**src/rtl/dpram_clr.sv**
```systemverilog
// dpram_clr: simple dual-port RAM with one write port, one read port and one clock.
// It has byte-lane write enables, a read latency of 1 or 2 cycles and a selectable
// read-during-write result. A clear engine zero-fills (CLEAR_VALUE-fills) the
// array after reset or on request, and user traffic is dropped while it runs.
module dpram_clr #(
  parameter int                    ADDR_WIDTH  = 4,
  parameter int                    DATA_WIDTH  = 8,
  parameter int                    DATA_DEPTH  = 16,
  parameter int                    BYTE_WIDTH  = 8,
  parameter int                    RD_LATENCY  = 1,
  parameter int                    RDW_MODE    = 0,
  parameter logic [DATA_WIDTH-1:0] CLEAR_VALUE = '0
) (
  input  logic                               clk,
  input  logic                               rst_n,
  input  logic                               en,
  input  logic                               wr_en,
  input  logic [DATA_WIDTH/BYTE_WIDTH-1:0]   wr_be,
  input  logic [ADDR_WIDTH-1:0]              wr_addr,
  input  logic [DATA_WIDTH-1:0]              wr_data,
  input  logic                               rd_en,
  input  logic [ADDR_WIDTH-1:0]              rd_addr,
  output logic [DATA_WIDTH-1:0]              rd_data,
  output logic                               rd_valid,
  input  logic                               clr_req,
  output logic                               busy
);

  localparam int NB = DATA_WIDTH / BYTE_WIDTH;
  localparam logic [ADDR_WIDTH-1:0] LAST_PTR = ADDR_WIDTH'(DATA_DEPTH - 1);
  localparam logic [ADDR_WIDTH:0]   DEPTH_W  = (ADDR_WIDTH + 1)'(DATA_DEPTH);

  // Reject configurations that cannot be built correctly
  if (DATA_WIDTH % BYTE_WIDTH != 0) begin : g_bad_lane_width
    $error("dpram_clr: DATA_WIDTH must be a multiple of BYTE_WIDTH");
  end
  if (RD_LATENCY != 1 && RD_LATENCY != 2) begin : g_bad_latency
    $error("dpram_clr: RD_LATENCY must be 1 or 2");
  end
  if (DATA_DEPTH > (1 << ADDR_WIDTH)) begin : g_bad_depth
    $error("dpram_clr: DATA_DEPTH exceeds the address space");
  end

  typedef enum logic {
    IDLE  = 1'b0,
    CLEAR = 1'b1
  } state_t;

  logic [DATA_WIDTH-1:0] mem [DATA_DEPTH];
  state_t                state;
  logic [ADDR_WIDTH-1:0] clr_ptr;
  logic                  wr_in_range;
  logic                  rd_in_range;
  logic                  wr_fire;
  logic                  rd_fire;
  logic [DATA_WIDTH-1:0] old_word;
  logic [DATA_WIDTH-1:0] rd_word;

  // Qualify user requests and form the word a read returns, including the collision merge
  always_comb begin
    wr_in_range = ({1'b0, wr_addr} < DEPTH_W);
    rd_in_range = ({1'b0, rd_addr} < DEPTH_W);
    wr_fire     = en & wr_en & ~busy & wr_in_range;
    rd_fire     = en & rd_en & ~busy;
    old_word    = rd_in_range ? mem[rd_addr] : '0;
    rd_word     = old_word;
    if (RDW_MODE != 0 && wr_fire && (wr_addr == rd_addr)) begin
      for (int b = 0; b < NB; b++) begin
        if (wr_be[b]) begin
          rd_word[b*BYTE_WIDTH +: BYTE_WIDTH] = wr_data[b*BYTE_WIDTH +: BYTE_WIDTH];
        end
      end
    end
  end

  // Clear engine: sweeps every address once, restarting from zero on reset or request
  always_ff @(posedge clk or negedge rst_n) begin
    if (!rst_n) begin
      state   <= CLEAR;
      clr_ptr <= '0;
      busy    <= 1'b1;
    end else begin
      case (state)
        IDLE: begin
          if (clr_req) begin
            state   <= CLEAR;
            clr_ptr <= '0;
            busy    <= 1'b1;
          end
        end
        CLEAR: begin
          if (clr_ptr == LAST_PTR) begin
            state   <= IDLE;
            clr_ptr <= '0;
            busy    <= 1'b0;
          end else begin
            clr_ptr <= clr_ptr + 1'b1;
          end
        end
        default: begin
          state   <= CLEAR;
          clr_ptr <= '0;
          busy    <= 1'b1;
        end
      endcase
    end
  end

  // Array storage: the sweep owns the write port while clearing, otherwise lane-masked user writes
  always_ff @(posedge clk) begin
    if (state == CLEAR) begin
      mem[clr_ptr] <= CLEAR_VALUE;
    end else if (wr_fire) begin
      for (int b = 0; b < NB; b++) begin
        if (wr_be[b]) begin
          mem[wr_addr][b*BYTE_WIDTH +: BYTE_WIDTH] <= wr_data[b*BYTE_WIDTH +: BYTE_WIDTH];
        end
      end
    end
  end

  if (RD_LATENCY == 2) begin : g_rd_lat2
    logic                  pipe_valid;
    logic [DATA_WIDTH-1:0] pipe_data;

    // Two-stage read: the first stage captures the word, so a clear starting behind it cannot corrupt it
    always_ff @(posedge clk or negedge rst_n) begin
      if (!rst_n) begin
        pipe_valid <= 1'b0;
        pipe_data  <= '0;
        rd_valid   <= 1'b0;
        rd_data    <= '0;
      end else begin
        pipe_valid <= rd_fire;
        if (rd_fire) begin
          pipe_data <= rd_word;
        end
        rd_valid <= pipe_valid;
        if (pipe_valid) begin
          rd_data <= pipe_data;
        end
      end
    end
  end else begin : g_rd_lat1
    // Single-stage read: result lands on the same edge that accepts the request
    always_ff @(posedge clk or negedge rst_n) begin
      if (!rst_n) begin
        rd_valid <= 1'b0;
        rd_data  <= '0;
      end else begin
        rd_valid <= rd_fire;
        if (rd_fire) begin
          rd_data <= rd_word;
        end
      end
    end
  end

endmodule
```
**config.mk**
```make
export PLATFORM = sky130hd
export DESIGN_NAME = dpram_clr
export DESIGN_NICKNAME = d
export VERILOG_FILES = /design/src/rtl/dpram_clr.sv
export SDC_FILE = /design/constraint.sdc
export NUM_CORES = 1
export LEC_CHECK = 0
export BUFFER_PORTS_ARGS = -buffer_cell sky130_fd_sc_hd__clkbuf_2
export CORE_ASPECT_RATIO = 1.2
export CORE_MARGIN = 10
export CORE_UTILIZATION = 54
export CTS_CLUSTER_DIAMETER = 80
export DETAILED_ROUTE_END_ITERATION = 6
export MAX_ROUTING_LAYER = met4
export PLACE_DENSITY = 0.79
export SLEW_MARGIN = 30
export SYNTH_ARGS = -nofsm -noshare
export SYNTH_HDL_FRONTEND = slang
export SYNTH_SLANG_ARGS = --single-unit
```
**constraint.sdc**
```tcl
create_clock -name clk -period 2 [get_ports clk]
set_clock_uncertainty 0.1 [all_clocks]
set_input_delay 0.4 -clock clk [delete_from_list [all_inputs] [get_ports clk]]
set_output_delay 0.4 -clock clk [all_outputs]
set_load 0.02 [all_outputs]
```
### After elaboration in Yosys (flattened, before gate mapping)

Memories as Yosys holds them, arrays and structs flattened. A register that Yosys moved wholly into a read port is not among the register bits.
Index checks and enable logic that the tools add are counted.
W data, S select, Z words.

| storage, ports and cells | value |
|---|---|
| register bits | 7 |
| bits in writable memories | 128 |
| input bits | 23 |
| output and inout port bits | 10 |
| word-level logic and storage cells | 36 |
| memories | 1 |

| operators by class | value |
|---|---|
| add/subtract/negate cells | 1 |
| eq/ne operators | 3 |
| mux-type cells | 18 |
| bitwise logic cells | 6 |
| reductions and logical operators | 3 |

Memory list:

| memory | depth | bits a word | rd ports | clocked after Yosys merged registers in | write ports | line | RTL |
|---|---|---|---|---|---|---|---|
| mem | 16 | 8 | 1 | 1 | 1 | 49 | `logic [DATA_WIDTH-1:0] mem [DATA_DEPTH];` |

Operators with widths:

| cell | number |
|---|---|
| $mux W4 | 3 |
| $mux W1 | 11 |
| $mux W8 | 1 |
| $pmux W4 S2 | 1 |
| $reduce_or A8 Y1 | 1 |
| $add A4 B1 Y4 const B | 1 |
| $and A1 B1 Y1 | 4 |
| $eq A4 B4 Y1 const B | 1 |
| $pmux W1 S2 | 2 |
| $ne A2 B1 Y1 const B | 1 |
| $ne A2 B2 Y1 const B | 1 |
| $not A1 Y1 | 2 |
| $reduce_and A2 Y1 | 1 |
| $logic_not A1 Y1 | 1 |

### Longest topological paths before layout

Gate-level depths: netlist (run 1).

| depth | value |
|---|---|
| depth after elaboration | 7 |
| gate-level depth with buffers | 7 |
| depth with buffers taken out | 5 |

### Worst setup path before layout (run 1)

OpenSTA, ideal clock, no wires.

| timing path | value |
|---|---|
| path kind | register to register |
| start | register busy |
| end | memory mem[3][0] (enable) |
| library setup time | 0.370 ns |
| data arrival time | 1.741 ns |
| required time | 1.530 ns |
| slack | -0.211 ns |
| cell stages (with the launch flop) | 6 |
| path buffers | 1 |
| period minus slack after synthesis | 2.211 ns |
| cell sequence | dfstp_2 > nand4b_1 > nor2_1 > clkbuf_1 > a32oi_1 > nor2_1 |

| on the way | value |
|---|---|
| cells in the longest elaborated chain, start to end | 7 |
| elaborated cells on any way between the ends | 8 |
| those cells by class | 5 x mux; 2 x bitwise; 1 x reduce/logical |

Ends and longest elaborated chain:

| element | line | RTL |
|---|---|---|
| start: declaration | 26 | `output logic busy` |
| start signal: assignment | 81 | `busy <= 1'b1;` |
| start signal: assignment | 88 | `busy <= 1'b1;` |
| start signal: assignment | 95 | `busy <= 1'b0;` |
| $not A1 Y1 * | 63 | `wr_fire = en & wr_en & ~busy & wr_in_range;` |
| $and A1 B1 Y1 * | 63 |  |
| $mux W1 * | 113 | `end else if (wr_fire) begin` |
| $mux W1 * | 111 | `if (state == CLEAR) begin` |
| $mux W1 (implied by the code) * | 116 | `mem[wr_addr][b*BYTE_WIDTH +: BYTE_WIDTH] <= wr_data[b*BYTE_WIDTH +: BYTE_WIDTH];` |
| $reduce_or A8 Y1 (no source line) | -- |  |
| $mux W4 (no source line) or $mux W1 (tied branches) | -- |  |
| end: declaration | 49 |  |

Every way passes the cells marked *; elsewhere a longest branch is shown, timed or not.

### Final worst setup path (run 1)

| timing path | value |
|---|---|
| start | register busy |
| end | memory mem[3][2] (enable) |

Same word-level chain as after synthesis.

==> key figures, run 1 <==
Global route
  – Initial antenna violation count: 0
  – Vias in the first global route: between 3k and 4k
  – Global-route wire length before repair: 19.11 mm
  – Grt ovf: 0
  – Pin count of the biggest net entering global routing: 19
  – All-Layer GR Usage: 17.51%

STA
  – Fin crit period: about 2.1 ns
  – Worst-margin pin slew: 0.6916 ns
  – Worst relative slew slack: 53.67%
  – Final setup violation count: 56
  – Post-route clock period utilization: 106.4%
  – RSZ-0062 raised after global routing: yes
  – Hold Fails Final Rpt: 0
  – Fmax: 0.4698 GHz
  – Final Worst Setup Slack: -0.1284 ns
  – Final Max Tran Viols: 0

Critical path
  – Worst Path Max Fanout: 8
  – Worst EP required: 2.08 ns
  – Worst r2r path cells: 7
  – Worst path top cell family by delay: flip-flops
  – Crit path cell chain: nand4b_1 > nor2_2 > buf_12 > a32oi_2 > buf_4 > nor2_2 > buf_12
  – Reg2reg end: mem[3][2]
  – Worst setup SP type: register
  – Crit path largest cell delay: 0.53 ns
  – Crit. End Element: register
  – CP Class: reg2reg
  – Slowest stage cell, crit path: dfstp_2
  – Crit path buffers/inverters: 3
  – Worst EP arrival: around 2.2 ns
  – Worst r2r src: busy
  – Reg2reg setup slack: -0.13 ns

Power and ir drop
  – Leakage Power: 2.516 nW
  – Peak VDD IR: just over 0.8 mV
  – Power Dens Cells: 1258 mW/mm^2

Drt
  – Avg WL per Cell: 23.85 um
  – First-pass iteration count of the detailed router: 5
  – Vias/cell: 6.135
  – DRT antenna net count: 0
  – Total vias in the final route: around 3.2k
  – Starting DRC count in detailed routing: 240
  – DRC: 0
  – Final wirelength: between 10 and 15 mm

Die
  – Ports: 33
  – Core area: 0.01047 mm^2
  – Row count: 41
  – Die Y: 132.9 um
  – DIE AREA: 0.01517 mm^2
  – Die Wd: 114.1 um
  – Starting Density: between 50 and 60%

Final layout
  – Layout cell share with drive strength beyond 1: 40.46%
  – Layout Nets: 399
  – Diodes inserted: 0
  – Syn-to-layout area delta: 22.65%
  – Non-Filler Instances: 517
  – Fill count: 649
  – Fin area: around 0.007 mm^2

Placement
  – Routability cong.: 0.8558
  – Inst Count DP: just under 500
  – PortBufs: 32
  – Dpl cell area: ~0.0064 mm^2
  – HPWL Detailed: 7.961 mm

Clock network
  – Root Driver: clkbuf_16
  – Clock sinks: 143
  – CTS tree: built
  – Clock Path Buffers: 2
  – Reg clk slew, reported paths: ~0.060 ns
  – Postcts setup bufs: 0
  – Clock Latency Late Sink: 0.42 ns
  – CTS Buf Count: 17
  – H-tree depth: 4

Synth
  – Syn Nets: 327
  – Synth top area cells: edfxtp_1 (67%), mux4_2 (8.6%), dfrtp_1 (5.7%)
  – Post-synth EDFFs: 128
  – Synth unique cells: 37
  – Area leader, netlist: edfxtp_1
  – #FFs+latches synth: roughly 140
  – Ys async rst share: a little over a tenth
  – Syn Area/Cell: approximately 19 um^2
  – Main synth FF type: edfxtp_1
  – Post-Synthesis Cell Area: roughly 0.0057 mm^2
  – Ys Warns: 0
  – Share of the synthesized area in the top cell type: 66.96%
  – Share of the yosys chip area belonging to registers: 73.54%
  – Cells after synthesis: 303

Run
  – Maxcap violations: 0

Hold path
  – Hold_sp: clr_req
  – Worst hold stages: 2
  – Class of the worst hold path: in2reg
  – Hold Path End: clr_ptr[1]

Outcome
  – Result of the run: complete, but fails checks
  – Failing checks: negative setup slack
==> per-stage QoR <==
step / util, % / setup TNS, ns / total power, W / setup slack (ns) / hold slack (ns)
floorplan: - / -3.142 / 0.005007 / -0.04823 / 0.004409
global placement: 61.07 / -7.601 / 0.005758 / -0.1148 / 0.2449
detailed placement: 61.07 / -17.64 / 0.005842 / -0.2248 / 0.2522
CTS: 66.48 / -7.945 / 0.008756 / -0.1526 / 0.08714
global route: 67.28 / -7.736 / 0.009199 / -0.1438 / 0.09167
finish: 67.28 / -3.496 / 0.008860 / -0.1284 / 0.1005
==> timing repair <==
item,CTS,global route
hold buffers,1,0
resized for setup,4,22
endpoints found under the hold margin,13,0
setup endpoints to repair,134,185
pin swaps,0,0
==> routing by layer <==
layer | share of wire (%) | global-route usage, % | wire length, um
met5 | 0 | - | 0
met4 | 4.0 | 8.926 | 497
met3 | 7.5 | 5.246 | 926
met2 | 47 | 24.84 | 5842
met1 | 41 | 22.34 | 5062
==> flip-flops by register name (all words and copies together), names as in the netlist <==
| register | flops |
|---|---|
| rd_valid | 1 |
| state | 1 |
| mem | 128 |
| rd_data | 8 |
| busy | 1 |
| clr_ptr | 4 |
==> power by group <==
group	leakage [nW]	switching (W)	internal [W]	total, W
Combinational	0.871	0.00109	0.000788	0.00188
Clock	0.262	0.00118	0.00170	0.00289
Sequential	1.38	0.000227	0.00386	0.00409
Total	2.52	0.00250	0.00635	0.00886
==> cells in the final DEF (no fill, tap or decap), types with 2 or more instances in the layout <==
cell type   netlist  final
a21oi_1           5      5
a22oi_1           7      7
a32oi_2           0      2
and2_2            0      8
buf_12            1     11
buf_4             1     22
clkbuf_16         0     17
clkbuf_2          0     32
clkinv_1          0      2
clkinv_2          0      3
clkinv_4          0      3
clkinvlp_4        0      3
dfrtp_1          13     13
dfstp_2           2      2
edfxtp_1        128    128
inv_1             5      5
inv_6             0      2
mux2_2           11     10
mux2i_1          11     10
mux4_1            7      7
mux4_2           22     22
nand2_1           9      9
nor2_1           25      9
nor2_2            0      8
nor2_4            0      8
nor2b_1           6      6
nor4_1            2      2
o21ai_0           5      5
o21ai_1           6      6
o31ai_1           2      2
==> kinds of logic (layout without fill, tap and decap cells) <==
logic type	count (synthesis)	in the layout	synth area share [%]
flops	143	143	73.54
simple gates	55	55	4.599
mux	51	51	15.91
compound gates	35	35	3.945
buf+inv	18	103	1.787
fa+ha+maj	1	1	0.2179
==> worst max path at each step <==
stage,start,endpoint,slack (ns),cells past startpoint
global placement,rd_addr[0],rd_data[6],-0.11,6
finish,busy,mem[3][2],-0.13,7
CTS,busy,mem[9][7],-0.15,5
detailed placement,en,mem[10][5],-0.22,6
floorplan,state,mem[10][0],-0.05,5
global route,busy,mem[3][5],-0.14,7
==> cell type report <==
| class | count | area (um^2) | share of cell area [%] |
|---|---|---|---|
| timing repair buffer | 66 | 555.5 | 7.891 |
| multi-input combinational | 142 | 1535 | 21.81 |
| clock inverter | 14 | 118.9 | 1.688 |
| sequential | 143 | 4222 | 59.96 |
| tap | 129 | 161.4 | 2.293 |
| clock buffer | 18 | 429.2 | 6.096 |
| inverter | 5 | 18.77 | 0.2666 |
==> Yosys cell counts (2+ instances only) <==
cell type,n
clkbuf_1,4
mux2_2,11
o21ai_0,5
a31oi_1,2
dfrtp_1,13
o21ai_1,6
inv_1,5
a32oi_1,2
nor2b_1,6
and2_1,8
nor4_1,2
mux2i_1,11
o31ai_1,2
mux4_1,7
dfstp_2,2
mux4_2,22
buf_2,6
edfxtp_1,128
nand2_1,9
a21oi_1,5
a22oi_1,7
nor2_1,25
(Power assumes the default switching activity.)
==> run 2: changes to the inputs <==
ABC_AREA = 1   (was not set)
CORE_UTILIZATION = 55   (was 54)
PLACE_DENSITY = not set   (was 0.79)
PLACE_DENSITY_LB_ADDON = 0.2   (was not set)
clock period = 2.7 ns   (was 2 ns; I/O delays follow)
==> key figures, run 2 <==
Clock network
  – CTS Hold Buffers Added: 1 (unchanged)
  – Clock sinks: 143 (unchanged)
  – CTS tree: built
  – Clock Path Buffers: 2 (unchanged)
  – Clock Latency Late Sink: 0.41 ns (about the same)
  – Postcts setup bufs: 0 (unchanged)
  – Reg clk slew, reported paths: 0.06 ns (about the same)
  – CTS Buf Count: 17 (unchanged)
  – Root Driver: clkbuf_16
  – # resized after CTS: 0 (-4)
  – H-tree depth: 4 (unchanged)

Drt
  – Avg WL per Cell: 18.50 um (-22%)
  – DRT antenna net count: 0 (unchanged)
  – Total vias in the final route: 4105 (+29%)
  – Starting DRC count in detailed routing: 286 (+19%)
  – Vias/cell: 5.517 (-10%)
  – DRC: 0 (unchanged)
  – First-pass iteration count of the detailed router: 5 (unchanged)
  – Final wirelength: 13.77 mm (+12%)

Synth
  – Largest family of logic cells by synthesized area: simple AND/OR/NAND/NOR gates
  – #FFs+latches synth: 143 (unchanged)
  – Main synth FF type: edfxtp_1
  – Synth top area cells: edfxtp_1 (64%), nand2_1 (13%), nand3_1 (8.3%)
  – Post-synthesis mux area share: 0% (-16 points)
  – Ys async rst share: 10.49% (unchanged)
  – Syn Area/Cell: 11.00 um^2 (-42%)
  – Area leader, netlist: edfxtp_1
  – Post-synth EDFFs: 128 (unchanged)
  – Cells after synthesis: 546 (+80%)
  – Post-Synth XOR/XNOR Area: 0.1458% (+0.15 points)
  – Synth unique cells: 24 (-35%)
  – Post-Synth Simple-Gate Area: 24.29% (+20 points)
  – Share of the synthesized area in the top cell type: 64.00% (-3.0 points)
  – Ys Warns: 0 (unchanged)
  – Adder-cell share of the synthesized area: 0.2083% (-0.0096 points)
  – Post-synthesis compound-gate area fraction: 1.292% (-2.7 points)
  – Post-Synthesis Cell Area: 0.006006 mm^2 (+4.6%)
  – Syn Nets: 570 (+74%)
  – Synth cell count leaders: nand2_1 (207), edfxtp_1 (128), nand3_1 (99)
  – Share of the yosys chip area belonging to registers: 70.29% (-3.2 points)
  – Count leader, synth: nand2_1

Power and ir drop
  – Cell-internal power: 0.004543 W (-29%)
  – Switching power: 0.001712 W (-32%)
  – Clock power frac: 34.8% (+2.2 points)
  – Peak VDD IR: 0.4835 mV (-40%)
  – Combinational power share: 17.2% (-4.0 points)
  – Switching share of power: 27.36% (-0.91 points)
  – Leakage Power: 2.866 nW (+14%)
  – Power Dens Cells: 894.1 mW/mm^2 (-29%)
  – Seq pwr share: 48.0% (+1.8 points)

STA
  – Final Max Tran Viols: 0 (unchanged)
  – Final setup TNS: 0 ns (+3.496 ns)
  – Fin crit period: 2.176 ns (+0.04763 ns)
  – Final setup violation count: 0 (-100%)
  – Final Worst Setup Slack: 0.5240 ns (+0.6524 ns)
  – RSZ-0062 raised after global routing: no
  – Worst-margin pin slew: 0.6255 ns (-0.06614 ns)
  – Worst relative slew slack: 58.15% (+4.5 points)
  – Fmax: 0.4596 GHz (-2.2%)
  – Hold Fails Final Rpt: 0 (unchanged)
  – Post-route clock period utilization: 80.59% (-26 points)

Final layout
  – Fin area: 0.006995 mm^2 (-0.64%)
  – Max reg flops: 128 (unchanged)
  – Fill count: 817 (+26%)
  – Commonest non-fill, non-tap cell in the layout: nand2_1
  – Diodes inserted: 0 (unchanged)
  – Layout cell share with drive strength beyond 1: 17.72% (-23 points)
  – Syn-to-layout area delta: 16.48%
  – Layout Nets: 626 (+57%)
  – Largest regs: mem (128), rd_data (8), clr_ptr (4)
  – Area of the multi-input gates: 0.001558 mm^2 (+1.5%)
  – Commonest non-fill, non-tap cells in the layout: nand2_1 (207), edfxtp_1 (128), nand3_1 (99)
  – Biggest register: mem
  – Register area: 0.004222 mm^2 (unchanged)

Die
  – Core area: 0.01062 mm^2 (+1.5%)
  – Ports: 33 (unchanged)
  – Row count: 41 (unchanged)
  – Die Y: 134.5 um (+1.1%)
  – DIE AREA: 0.01552 mm^2 (+2.3%)
  – Die Wd: 115.4 um (+1.1%)
  – Starting Density: 56.56% (+1.7 points)

Critical path
  – CP Launch Point: busy
  – Worst EP arrival: 2.12 ns (-0.09 ns)
  – Worst r2r path cells: 7 (unchanged)
  – Worst EP required: 2.65 ns (+0.57 ns)
  – Crit. End Element: register
  – CP Class: reg2reg
  – Worst r2r src: busy
  – Worst Path Max Fanout: 12 (+4)
  – Worst setup SP type: register

Global route
  – Vias in the first global route: 4104 (+25%)
  – Initial antenna violation count: 0 (unchanged)
  – Global-route wire length before repair: 22.01 mm (+15%)
  – All-Layer GR Usage: 19.18% (+1.7 points)
  – Pin count of the biggest net entering global routing: 65 (+46)
  – Grt ovf: 0 (unchanged)

Placement
  – PortBufs: 32 (unchanged)
  – Dpl cell area: 0.006430 mm^2 (+0.61%)
  – HPWL Detailed: 9.205 mm (+16%)
  – Routability cong.: 0.8871 (+3.7%)
  – DP Worst Slack: 0.2574 ns (+0.4822 ns)

Run
  – Maxcap violations: 0 (unchanged)

Hold path
  – Class of the worst hold path: in2reg
  – Worst hold stages: 3 (+1)
  – Hold_sp: clr_req

Outcome
  – Result of the run: finished clean
-- run 2: cell count changes in the layout (fill, tap and decap cells not counted), sizes merged, moves of 3 or more --
cell,before,now
buf,33,29
mux4,29,0
mux2,11,0
a21oi,5,2
a22oi,7,0
nand2,9,211
nor2b,6,0
o21ai,11,8
nand3,0,103
and2,8,0
inv,7,22
mux2i,11,0
-- run 2: layout make-up --
class                           instances  area share (%)
Clock buffer                           19           6.189
Clock inverter                         13           1.753
Inverter                               23           1.234
Multi-Input combinational cell        355           22.27
Sequential cell                       143           60.35
Tap cell                              129           2.307
Timing Repair Buffer                   62           5.902
-- run 2: final timing paths --
path / endpoint / slack (ns)
setup / recovery: mem[3][4] / 0.52
hold / removal: state / 0.27
setup reg to reg: mem[3][4] / 0.52
hold reg to reg: rd_data[6] / 0.38
max in group asynchronous: state / 1.71
min in group asynchronous: clr_ptr[0] / 0.48
-- run 2: critical path, cell delays in order (launching register included) --
cell and delay [ns]:
dfstp_2 0.37, inv_2 0.06, nand4_2 0.10, nor2_4 0.29, nand2_1 0.13, o21ai_2 0.11, nand3_2 0.14, nor2_1 0.51
-- run 2: cells by family after synthesis --
kind of cell / count (synthesis)
buffers and inverters: 48
adders and majority gates: 1
and+or+nand+nor: 342
AOI/OAI and AO/OA: 11
xor gates and xnor gates: 1
DFF: 143
-- run 2: per-stage QoR --
| step | util (%) | instances | hold WS, ns | total power [W] |
|---|---|---|---|---|
| after floorplan | - | 546 | 0.1444 | 0.003727 |
| after global placement | 60.55 | 711 | 0.3636 | 0.004087 |
| after detailed placement | 60.55 | 711 | 0.3694 | 0.004123 |
| after CTS | 65.88 | 744 | 0.2671 | 0.006284 |
| after global routing | 65.88 | 744 | 0.2946 | 0.006540 |
| final | 65.88 | 744 | 0.2747 | 0.006255 |
-- run 2: per-layer routing --
layer	track usage, %	routed length [um]	up-vias
met5	-	0	-
met4	7.687	365	0
met3	4.610	707	33
met2	30.88	7140	142
met1	22.72	5555	1960
li1	-	-	1970
-- run 2: power groups by stage --
stage          clock network [W]  registers, W  logic (W)
6_report                 0.00218       0.00301    0.00107
5_1_grt                  0.00230       0.00304    0.00120
4_1_cts                  0.00219       0.00301    0.00108
3_5_place_dp                   0       0.00305    0.00107
3_3_place_gp                   0       0.00304    0.00105
2_1_floorplan                  0       0.00309   0.000639
==> run 3: changes to the inputs <==
clock period = 2.17 ns   (was 2.7 ns; I/O delays follow)
==> key figures, run 3 (synthesis results as in run 2) <==
Final layout
  – Layout Nets: 640 (+2.2%)
  – Max reg flops: 128 (unchanged)
  – Syn-to-layout area delta: 18.92%
  – Largest regs: mem (128), rd_data (8), clr_ptr (4)
  – Layout cell share with drive strength beyond 1: 20.35% (+2.6 points)
  – Biggest register: mem
  – Commonest non-fill, non-tap cells in the layout: nand2_1 (207), edfxtp_1 (128), nand3_1 (99)
  – Diodes inserted: 0 (unchanged)
  – Commonest non-fill, non-tap cell in the layout: nand2_1

Clock network
  – H-tree depth: 4 (unchanged)
  – Clock Path Buffers: 2 (unchanged)
  – CTS tree: built
  – Postcts setup bufs: 0 (unchanged)
  – Reg clk slew, reported paths: 0.06 ns (about the same)
  – CTS Buf Count: 17 (unchanged)
  – Clock Latency Late Sink: 0.42 ns (about the same)
  – Clock sinks: 143 (unchanged)
  – Root Driver: clkbuf_16

Drt
  – Vias/cell: 5.591 (+1.3%)
  – Total vias in the final route: 4238 (+3.2%)
  – DRC: 0 (unchanged)
  – Starting DRC count in detailed routing: 507 (+77%)
  – Final wirelength: 14.27 mm (+3.6%)
  – First-pass iteration count of the detailed router: 5 (unchanged)
  – Avg WL per Cell: 18.82 um (+1.7%)
  – DRT antenna net count: 0 (unchanged)

Die
  – DIE AREA: 0.01552 mm^2 (unchanged)
  – Starting Density: 56.56% (unchanged)
  – Die Wd: 115.4 um (unchanged)
  – Ports: 33 (unchanged)
  – Core area: 0.01062 mm^2 (unchanged)
  – Row count: 41 (unchanged)
  – Die Y: 134.5 um (unchanged)

Critical path
  – Crit. End Element: register
  – Crit path buffers/inverters: 4 (+3)
  – Worst path top cell family by delay: flip-flops
  – Worst EP required: 2.20 ns (-0.45 ns)
  – Crit path largest cell delay: 0.53 ns (+0.02 ns)
  – Worst EP arrival: 2.04 ns (-0.08 ns)
  – Crit path cell chain: inv_2 > nand4_2 > nor2_4 > buf_4 > o21ai_2 > buf_4 > nand3_2 > nor2_1 > buf_4
  – Worst Path Max Fanout: 9 (-3)
  – Most used cell, CP: buf_4
  – Worst setup SP type: register
  – Slowest stage cell, crit path: dfstp_2
  – CP Class: reg2reg

STA
  – Worst relative slew slack: 66.50% (+8.4 points)
  – RSZ-0062 raised after global routing: no
  – Hold_ws: 0.1687 ns (-0.1061 ns)
  – Hold Fails Final Rpt: 0 (unchanged)
  – Final Max Tran Viols: 0 (unchanged)
  – Fmax: 0.4969 GHz (+8.1%)
  – Final setup violation count: 0 (unchanged)
  – Final setup TNS: 0 ns (unchanged)
  – Post-route clock period utilization: 92.73% (+12 points)
  – Fin crit period: 2.012 ns (-0.1637 ns)
  – Worst-margin pin slew: 0.5020 ns (-0.1235 ns)

Placement
  – Routability cong.: 0.8667 (-2.3%)
  – HPWL Detailed: 9.345 mm (+1.5%)
  – PortBufs: 32 (unchanged)

Global route
  – Met3 GRT Util: 4.566% (-0.044 points)
  – Vias in the first global route: 4237 (+3.2%)
  – GR Util met2: 32.03% (+1.1 points)
  – Grt ovf: 0 (unchanged)
  – Initial antenna violation count: 0 (unchanged)
  – Pin count of the biggest net entering global routing: 65 (unchanged)
  – Global-route wire length before repair: 22.96 mm (+4.3%)
  – Grt met1 use: 24.51% (+1.8 points)
  – All-Layer GR Usage: 20.17% (+0.99 points)
  – Busiest layer in global routing: met2

Hold path
  – Class of the worst hold path: in2reg

Power and ir drop
  – Pwr Total: 0.008132 W (+30%)
  – Peak VDD IR: 0.6856 mV (+42%)
  – Leakage Power: 2.956 nW (+3.2%)
  – Power Dens Cells: 1139 mW/mm^2 (+27%)

Outcome
  – Result of the run: finished clean

Run
  – Maxcap violations: 0 (unchanged)
-- run 3: cell types whose count changed in the layout (fill, tap and decap cells not counted) --
cell	change
nor2_1	-1
clkinv_4	+2
inv_6	+1
clkinv_2	+1
clkinvlp_4	-1
clkbuf_1	-2
buf_4	+14
bufinv_16	+1
nor2_2	+1
clkinv_1	-2
-- run 3: final timing paths --
kind	slack, ns	startpoint	endpoint	cells after the start
min reg2reg	0.38	rd_data[6]	rd_data[6]	2
max in group asynchronous	1.28	rst_n	state	2
max	0.16	busy	mem[11][0]	9
max reg2reg	0.16	busy	mem[11][0]	9
min in group asynchronous	0.37	rst_n	clr_ptr[3]	2
min	0.17	clr_req	state	3
-- run 3: repair_timing --
item,CTS,global route
endpoints found under the setup margin,0,8
hold buffers,1,0
gates resized for setup,0,1
endpoints found under the hold margin,13,0
-- run 3: final cells by class --
cell class	instances	area, um^2
well taps	129	161.4
repair buffers	76	518.0
clock buffers	17	425.4
inverters	23	86.33
multi-input cells	355	1560
flip-flops and latches	143	4222
fillers	829	3477
clock inverters	15	168.9
-- run 3: worst register-to-register path: cells and delay by family, from the launching register on --
family	cells	cell delay, ns
AO/OA/AOI/OAI	1	0.15
flip-flops	1	0.53
buffers and inverters	4	0.51
AND/OR/NAND/NOR	4	0.42
-- run 3: through the flow --
stage               instances  area, um^2  utilization, %  setup WS (ns)
floorplan                 546        6006               -         0.1037
global placement          725        6535           61.54        0.06185
detailed placement        725        6535           61.54        0.01837
CTS                       758        7139           67.23        0.05290
global route              758        7142           67.26        0.04854
finish                    758        7142           67.26         0.1577
-- run 3: report_power, final --
group / internal, W / total (W) / switching, W
Sequential: 0.00354 / 0.00374 / 0.000196
Combinational: 0.000540 / 0.00150 / 0.000959
Clock: 0.00180 / 0.00289 / 0.00110
Total: 0.00588 / 0.00813 / 0.00225
-- run 3: layer usage --
layer  routed length [um]  vias to the layer above
met1                 5778                     2025
met4                  397                        0
met3                  780                       34
met2                 7310                      180
met5                    0                        -
li1                     -                     1999
